[config.mk]
export PLATFORM = sky130hd
export DESIGN_NAME = msi_irq_arbiter
export DESIGN_NICKNAME = d
export VERILOG_FILES = /design/src/rtl/msi_irq_arbiter.sv
export SDC_FILE = /design/constraint.sdc
export NUM_CORES = 1
export LEC_CHECK = 0
export ABC_AREA = 0
export CELL_PAD_IN_SITES_DETAIL_PLACEMENT = 2
export CELL_PAD_IN_SITES_GLOBAL_PLACEMENT = 2
export CORE_ASPECT_RATIO = 0.9
export CORE_MARGIN = 8
export CORE_UTILIZATION = 44
export CTS_BUF_LIST = sky130_fd_sc_hd__clkbuf_4 sky130_fd_sc_hd__clkbuf_8
export CTS_CLUSTER_DIAMETER = 80
export DETAILED_ROUTE_END_ITERATION = 16
export DONT_BUFFER_PORTS = 1
export HOLD_SLACK_MARGIN = 0.05
export PLACE_DENSITY = 0.89
export SLEW_MARGIN = 30
export SYNTH_ARGS = -nofsm -noshare
export SYNTH_HDL_FRONTEND = slang
export SYNTH_SLANG_ARGS = --single-unit
[constraint.sdc]
create_clock -name clk -period 14.4 [get_ports clk]
set_clock_uncertainty 0.05 [all_clocks]
set_input_delay 3.6 -clock clk [delete_from_list [all_inputs] [get_ports clk]]
set_output_delay 3.6 -clock clk [all_outputs]
set_load 0.01 [all_outputs]
[src/rtl/msi_irq_arbiter.sv]
// Multi-channel MSI interrupt source: edge-detects N IRQ lines, round-robin
// arbitrates pending channels onto the cfg_interrupt handshake. Optional MSI_RATE_LIMIT_EN adds a GAP state.
module msi_irq_arbiter #(
    parameter int NUM_CHANNELS = 8,
    parameter int MIN_GAP      = 64
) (
    input  logic                    clk,
    input  logic                    rst_n,
    input  logic [NUM_CHANNELS-1:0] irq_in,
    input  logic [NUM_CHANNELS-1:0] irq_mask,
    input  logic                    msi_enable,
    input  logic [2:0]              msi_vector_width,
    output logic                    intx_msi_request,
    input  logic                    intx_msi_grant,
    output logic [4:0]              msi_vector_num,
    output logic [NUM_CHANNELS-1:0] pending,
    output logic                    sent_pulse,
    output logic [4:0]              sent_channel
);
    localparam int CW = 5;

    if (NUM_CHANNELS < 1 || NUM_CHANNELS > 32 || MIN_GAP < 1 || MIN_GAP > 65535) begin : g_bad_param
        $error("msi_irq_arbiter: parameter out of range");
    end

    typedef enum logic [1:0] {
        IDLE = 2'd0,
        REQ  = 2'd1
`ifdef MSI_RATE_LIMIT_EN
        , GAP = 2'd2
`endif
    } state_t;

    state_t                  state_q, state_d;
    logic [NUM_CHANNELS-1:0] irq_q;
    logic [NUM_CHANNELS-1:0] pending_q, pending_d;
    logic [CW-1:0]           ptr_q, ptr_d;
    logic [CW-1:0]           ch_q, ch_d;
    logic [CW-1:0]           vec_q, vec_d;
    logic                    req_q, req_d;
    logic                    sent_pulse_q, sent_pulse_d;
    logic [CW-1:0]           sent_ch_q, sent_ch_d;
`ifdef MSI_RATE_LIMIT_EN
    logic [15:0]             gap_cnt_q, gap_cnt_d;
`endif

    logic [NUM_CHANNELS-1:0] evt;
    logic [NUM_CHANNELS-1:0] eligible;
    logic [NUM_CHANNELS-1:0] clr;
    logic                    grant_fire;
    logic                    win_found;
    logic [CW-1:0]           win_ch;
    logic [CW-1:0]           win_vec;
    logic [2:0]              alloc_log;
    logic [5:0]              alloc;
    int                      idx;

    assign evt      = irq_in & ~irq_q;
    assign eligible = pending_q & ~irq_mask & {NUM_CHANNELS{msi_enable}};

    // Round-robin: first eligible channel at or after the pointer, wrapping.
    always_comb begin
        win_found = 1'b0;
        win_ch    = '0;
        idx       = 0;
        for (int k = 0; k < NUM_CHANNELS; k++) begin
            idx = int'(ptr_q) + k;
            if (idx >= NUM_CHANNELS) idx = idx - NUM_CHANNELS;
            if (!win_found && eligible[idx]) begin
                win_found = 1'b1;
                win_ch    = CW'(idx);
            end
        end
    end

    // Channels beyond the host allocation fold onto the last allocated vector.
    always_comb begin
        alloc_log = (msi_vector_width > 3'd5) ? 3'd5 : msi_vector_width;
        alloc     = 6'd1 << alloc_log;
        if ({1'b0, win_ch} < alloc) win_vec = win_ch;
        else                        win_vec = CW'(alloc - 6'd1);
    end

    always_comb begin
        state_d      = state_q;
        req_d        = req_q;
        ch_d         = ch_q;
        vec_d        = vec_q;
        ptr_d        = ptr_q;
        sent_pulse_d = 1'b0;
        sent_ch_d    = sent_ch_q;
        grant_fire   = 1'b0;
`ifdef MSI_RATE_LIMIT_EN
        gap_cnt_d    = gap_cnt_q;
`endif
        case (state_q)
            IDLE: begin
                if (win_found) begin
                    ch_d    = win_ch;
                    vec_d   = win_vec;
                    req_d   = 1'b1;
                    state_d = REQ;
                end
            end
            REQ: begin
                if (intx_msi_grant) begin
                    req_d        = 1'b0;
                    grant_fire   = 1'b1;
                    sent_pulse_d = 1'b1;
                    sent_ch_d    = ch_q;
                    ptr_d        = (ch_q == CW'(NUM_CHANNELS - 1)) ? '0 : ch_q + 1'b1;
`ifdef MSI_RATE_LIMIT_EN
                    gap_cnt_d    = 16'(MIN_GAP - 1);
                    state_d      = GAP;
`else
                    state_d      = IDLE;
`endif
                end else if (!msi_enable) begin
                    // Host withdrew MSI: abandon the message, keep it pending.
                    req_d   = 1'b0;
                    state_d = IDLE;
                end
            end
`ifdef MSI_RATE_LIMIT_EN
            GAP: begin
                if (gap_cnt_q == 16'd0) state_d = IDLE;
                else                    gap_cnt_d = gap_cnt_q - 16'd1;
            end
`endif
            default: begin
                req_d   = 1'b0;
                state_d = IDLE;
            end
        endcase
    end

    // A new event on the granted channel wins over the clear.
    always_comb begin
        for (int i = 0; i < NUM_CHANNELS; i++) clr[i] = grant_fire && (ch_q == CW'(i));
        pending_d = (pending_q & ~clr) | evt;
    end

    always_ff @(posedge clk or negedge rst_n) begin
        if (!rst_n) begin
            state_q      <= IDLE;
            irq_q        <= '0;
            pending_q    <= '0;
            ptr_q        <= '0;
            ch_q         <= '0;
            vec_q        <= '0;
            req_q        <= 1'b0;
            sent_pulse_q <= 1'b0;
            sent_ch_q    <= '0;
`ifdef MSI_RATE_LIMIT_EN
            gap_cnt_q    <= '0;
`endif
        end else begin
            state_q      <= state_d;
            irq_q        <= irq_in;
            pending_q    <= pending_d;
            ptr_q        <= ptr_d;
            ch_q         <= ch_d;
            vec_q        <= vec_d;
            req_q        <= req_d;
            sent_pulse_q <= sent_pulse_d;
            sent_ch_q    <= sent_ch_d;
`ifdef MSI_RATE_LIMIT_EN
            gap_cnt_q    <= gap_cnt_d;
`endif
        end
    end

    assign intx_msi_request = req_q;
    assign msi_vector_num   = vec_q;
    assign pending          = pending_q;
    assign sent_pulse       = sent_pulse_q;
    assign sent_channel     = sent_ch_q;

endmodule
# ---- Yosys cells after proc, flatten, opt, wreduce, memory -nomap -nowiden
# Cells that the tools add are included.
dict set report op_classes {
  reduce_logical 27
  addsub 17
  bitwise_logic 8
  n_shift 1
  n_eq_ne 10
  order_cmp 18
  muxes 61
}
# cell n
set ops {}
lappend ops {{$lt 32x5->1 const B} 8}
lappend ops {{$mux 32} 8}
lappend ops {{$mux 5} 10}
lappend ops {{$sub 6x4->7 const B} 7}
lappend ops {{$ge 6x4->1 const B} 7}
lappend ops {{$and 8x8->8} 4}
lappend ops {{$mux 1} 29}
lappend ops {{$add 5x3->6 const B} 4}
lappend ops {{$bmux 1 s3} 8}
lappend ops {{$not 8->8} 3}
lappend ops {{$eq 5x3->1 const B} 4}
lappend ops {{$logic_and 1x1->1} 15}
lappend ops {{$add 5x2->6 const B} 2}
lappend ops {{$eq 5x2->1 const B} 2}
lappend ops {{$or 8x8->8} 1}
lappend ops {{$logic_not 1->1} 7}
lappend ops {{$add 5x1->6 const B} 1}
lappend ops {{$lt 5x6->1} 1}
lappend ops {{$mux 2} 3}
lappend ops {{$reduce_and 2->1} 3}
lappend ops {{$shl 1x3->6 const A} 1}
lappend ops {{$sub 5x4->6 const B} 1}
lappend ops {{$add 5x1->5 const B} 1}
lappend ops {{$eq 5x1->1 const B} 1}
lappend ops {{other kinds (11)} 11}
dict set report totals {
  reg_bits 40
  elab_cells 151
  output_inout_bits 20
}

# ---- Longest topological paths before layout
dict set report logic_depth {
  depth_word 30
  mapped_depth 24
  depth_no_buf 21
}

# ---- Worst setup path before layout
# No wires, ideal clock.
dict set report synth_path {
  kind {input-to-reg}
  startpoint {in msi_enable}
  endpoint {reg vec_q[1], in the netlist msi_vector_num[1]}
  required_ns 14.222
  path_slack_ns 7.303
  stages 18
  t_arrival_ns 6.919
  path_buffers 2
  cell_sequence {buf_4 -> buf_4 -> nand4b_1 -> and2_0 -> mux4_2 -> or2_1 -> o211ai_1 -> a31oi_1 -> o221a_1 -> inv_1 -> ha_1 -> a21o_1 -> a21o_1 -> or3_1 -> inv_1 -> o2111ai_1 -> a221oi_1 -> o2bb2ai_1}
}
dict set report synth_between {
  elab_chain_len 28
}
# element line
set synth_lines {}
lappend synth_lines {{start: declaration} 11} ;# input logic msi_enable,
lappend synth_lines {{$and 8x8->8 (*)} 59} ;# assign eligible = pending_q & ~irq_mask & {NUM_CHANNELS{msi_enable}};
lappend synth_lines {{$bmux 1 s3} 69} ;# if (!win_found && eligible[idx]) begin
lappend synth_lines {{$mux 1 (implied by the code) (2 in series)} 69}
lappend synth_lines {{$mux 1} 69}
lappend synth_lines {{$logic_not 1->1} 69}
lappend synth_lines {{$logic_and 1x1->1} 69}
lappend synth_lines {{$mux 1} 69}
lappend synth_lines {{$logic_not 1->1} 69}
lappend synth_lines {{[12 not listed]} n/a}
lappend synth_lines {{$logic_and 1x1->1} 69}
lappend synth_lines {{$mux 1} 69}
lappend synth_lines {{$logic_not 1->1} 69}
lappend synth_lines {{$logic_and 1x1->1} 69}
lappend synth_lines {{$mux 5 (*)} 69}
lappend synth_lines {{named net win_ch[3]} 52} ;# logic [CW-1:0] win_ch;
lappend synth_lines {{$lt 5x6->1 (*)} 80} ;# if ({1'b0, win_ch} < alloc) win_vec = win_ch;
lappend synth_lines {{$mux 5 (*)} 80}
lappend synth_lines {{end signal: assignment} 163} ;# vec_q <= vec_d;
lappend synth_lines {{end: declaration} 39} ;# logic [CW-1:0] vec_q, vec_d;
# Mark *: on every way through the listed nets, which the timed path passes. The rest lies on a longest branch. The select of a mux whose other input is x is not followed.
# A chain may end at the register's enable or synchronous reset.

# ---- Final worst setup path
dict set report layout_path {
  startpoint {in irq_mask[1]}
  endpoint {reg vec_q[1], in the netlist msi_vector_num[1]}
}
dict set report layout_between {
  elab_chain_len 30
}
# element line
set layout_lines {}
lappend layout_lines {{start: declaration} 10} ;# input logic [NUM_CHANNELS-1:0] irq_mask,
lappend layout_lines {{$not 8->8 (*)} 59}
lappend layout_lines {{$and 8x8->8 (*) (2 in series)} 59}
lappend layout_lines {{$bmux 1 s3} 69}
lappend layout_lines {{$mux 1 (implied by the code) (2 in series)} 69}
lappend layout_lines {{$mux 1} 69}
lappend layout_lines {{$logic_not 1->1} 69}
lappend layout_lines {{$logic_and 1x1->1} 69}
lappend layout_lines {{$mux 1} 69}
lappend layout_lines {{[13 not listed]} n/a}
lappend layout_lines {{$logic_and 1x1->1} 69}
lappend layout_lines {{$mux 1} 69}
lappend layout_lines {{$logic_not 1->1} 69}
lappend layout_lines {{$logic_and 1x1->1} 69}
lappend layout_lines {{$mux 5 (*)} 69}
lappend layout_lines {{named net win_ch[4]} 52}
lappend layout_lines {{$lt 5x6->1 (*)} 80}
lappend layout_lines {{$mux 5 (*)} 80}
# Marked as above.

==> flow_metrics.env <==
export IMPL_status="complete, no violations"
export IMPL_grt_use_total_pct=21.80
export IMPL_h_tree_depth=2
export IMPL_clock_path_buffers=2
export IMPL_die_h_um=104.1
export IMPL_grt_max_degree=39
export IMPL_r2r_start="ptr_q[1]"
export IMPL_fillers=975
export IMPL_clkTransAtPathRegs_ps=70
export IMPL_fin_crit_sh_pct=52.16
export IMPL_cts_root_buf="clkbuf_8"
export IMPL_syn_to_final_growth_pct=4.220
export IMPL_cts_setup_buffers=0
export IMPL_ios=43
export IMPL_layout_drive_gt1_share_pct=9.655
export IMPL_fp_dieArea_um2=11860
export IMPL_period_minus_slack_ps=7511
export IMPL_synth_area_per_cell_um2=8.586
export IMPL_fin_setup_tns_ps=0
export IMPL_cap_violations=0
export IMPL_synth_edf_count=0
export IMPL_setup_viol=0
export IMPL_remaining_drc_errors=0
export IMPL_fmax_mhz=133.1
export IMPL_clk_latency_ps=290
export IMPL_clock_sinks=38
export IMPL_synthFlopType="dfrtp_1"
export IMPL_core_area_um2=8488
export IMPL_worstPathArrival_ps=7630
export IMPL_gp_congestion=0.8559
export IMPL_postCtsHoldBufs=0
export IMPL_grt_pass1_vias=3802
export IMPL_rsz0062_at_grt="no"
export IMPL_numCtsBuffers=5
export IMPL_die_w_um=113.9
export IMPL_worstReg2RegEnd="msi_vector_num[1]"
export IMPL_routed_wl_mm=12.78
export IMPL_initial_core_util_pct=44.71
export IMPL_nNetsFinal=490
export IMPL_critical_path_class="primary input to flop"
export IMPL_tightest_slew_ps=757.7
export IMPL_final_common_cell="nand2_1"
export IMPL_grt_overflow=0
export IMPL_critPathCapture="msi_vector_num[1]"
export IMPL_final_cell_mix="nand2_1 (53), dfrtp_1 (38), ha_1 (33)"
export IMPL_hpwl_mm=10.22
export IMPL_cp_required_ps=14520
export IMPL_first_iter_violations=151
export IMPL_hold_path_class="flop to flop"
export IMPL_maxSlewViolCount=0
export IMPL_n_antenna_cell=0
export IMPL_synth_seq_area_share_pct=25.06
export IMPL_hold_violations=0
export IMPL_crit_fanout=7
export IMPL_crit_path_start="irq_mask[1]"
export IMPL_slew_headroom_pct=49.32
export IMPL_cts_tree="built"
export IMPL_synth_area_um2=3795
export IMPL_ys_seq_elements=38
export IMPL_syn_inst=442
export IMPL_end_kind="flop"
export IMPL_reg2reg_depth=18
export IMPL_antenna_found_initial=0
export IMPL_vias=3421
export IMPL_synth_distinct_cells=80
export IMPL_port_buffers=0
export IMPL_cts_resized=0
export IMPL_grt_pass1_wl_mm=20.73
export IMPL_synth_nets=498
export IMPL_viasPerCell=6.175
export IMPL_first_pass_iters=4
export IMPL_cp_start_kind="primary input"
export IMPL_drt_wirelength_per_cell_um=23.06
export IMPL_ant_nets=0
export IMPL_ys_warn_count=0
export IMPL_rows=32
export IMPL_async_reset_ff_share_pct=100.0
export IMPL_reg2reg_setup_slack_ps=8600
==> worst min path at each step <==
stage | startpoint | endpoint | slack, ps | depth (start not counted)
CTS | irq_q[0] | pending[0] | 390 | 1
detailed placement | irq_q[0] | pending[0] | 380 | 1
global placement | irq_q[3] | pending[3] | 350 | 1
global route | irq_q[0] | pending[0] | 400 | 1
finish | irq_q[0] | pending[0] | 380 | 1
floorplan | irq_q[0] | pending[0] | 350 | 1
==> per-stage QoR <==
step / worst slack, ps / cells / hold WS [ps] / area [µm²] / util [%]
detailed placement: 6633 / 546 / 377.1 / 3860 / 45.47
global route: 6682 / 554 / 396.0 / 3955 / 46.59
CTS: 6925 / 554 / 387.3 / 3955 / 46.59
finish: 6889 / 554 / 378.9 / 3955 / 46.59
global placement: 6905 / 546 / 354.2 / 3860 / 45.47
floorplan: 7303 / 442 / 349.6 / 3795 / -
==> Yosys cell counts (3+ instances only) <==
cell type | instances | area share [%]
nor2b_1 | 5 | 0.82
nand4bb_1 | 5 | 1.5
ha_1 | 33 | 11
xor2_1 | 6 | 1.4
o22ai_1 | 7 | 1.2
nand2b_1 | 4 | 0.66
o21a_1 | 3 | 0.59
buf_6 | 3 | 0.89
buf_4 | 3 | 0.59
o221ai_1 | 6 | 1.4
nand2_1 | 53 | 5.2
a21o_1 | 4 | 0.79
or2_2 | 4 | 0.66
o21ai_0 | 29 | 3.8
dfrtp_1 | 38 | 25
mux2_2 | 4 | 1.2
o31ai_1 | 3 | 0.59
mux4_2 | 6 | 3.6
nand3b_1 | 4 | 0.79
and2_1 | 7 | 1.2
a211oi_1 | 4 | 0.79
clkbuf_1 | 9 | 0.89
mux2i_1 | 6 | 1.6
xnor2_1 | 17 | 3.9
a21oi_1 | 29 | 3.8
o211ai_1 | 7 | 1.4
a31oi_1 | 6 | 0.99
or3_1 | 3 | 0.49
inv_1 | 26 | 2.6
nand3_1 | 8 | 1.1
nand4b_1 | 5 | 1.2
nor2_1 | 29 | 2.9
==> logic make-up (layout without fill, tap and decap cells) <==
| logic type | after synthesis | after routing | synth area share, % |
|---|---|---|---|
| muxes | 17 | 17 | 6.726 |
| DFF | 38 | 38 | 25.06 |
| AOI/OAI and AO/OA | 130 | 130 | 23.64 |
| and+or+nand+nor | 154 | 154 | 22.82 |
| buffers and inverters | 47 | 40 | 5.572 |
| xor gates and xnor gates | 23 | 23 | 5.308 |
| adders and majority gates | 33 | 33 | 10.88 |
==> routing by layer <==
metal,GRT usage (%),vias up,share of wire (%)
met3,3.831,19,3.9
met2,36.91,63,48
li1,-,1606,-
met5,0,-,0
met4,5.508,0,1.7
met1,27.80,1733,46
==> critical path: stages <==
cell and delay [ps]:
nand4b_1 310, and2_1 320, mux4_2 580, and3_4 220, nand4_1 220, o221ai_1 200
a211oi_1 490, inv_1 110, ha_1 350, a21o_1 180, or3_1 310, inv_1 90
o2111ai_1 160, a221oi_1 370, o2bb2ai_1 120
==> layout make-up <==
class,instances,area (µm²),area share [%]
Inverter,30,112.6,2.847
Clock buffer,7,90.09,2.278
Multi-Input combinational cell,357,2633,66.56
Tap cell,119,148.9,3.765
Timing Repair Buffer,2,15.01,0.3796
Sequential cell,38,950.9,24.04
Clock inverter,1,5.005,0.1265
==> state kept, by name, indices dropped and copies added, names as in the netlist <==
| name | cells |
|---|---|
| sent_channel | 5 |
| intx_msi_request | 1 |
| sent_pulse | 1 |
| ch_q | 5 |
| irq_q | 8 |
| ptr_q | 5 |
| msi_vector_num | 5 |
| pending | 8 |
Power is left out: the tool's default activity adds up to more than one toggle a clock period on the data nets, which glitch-free logic cannot reach.
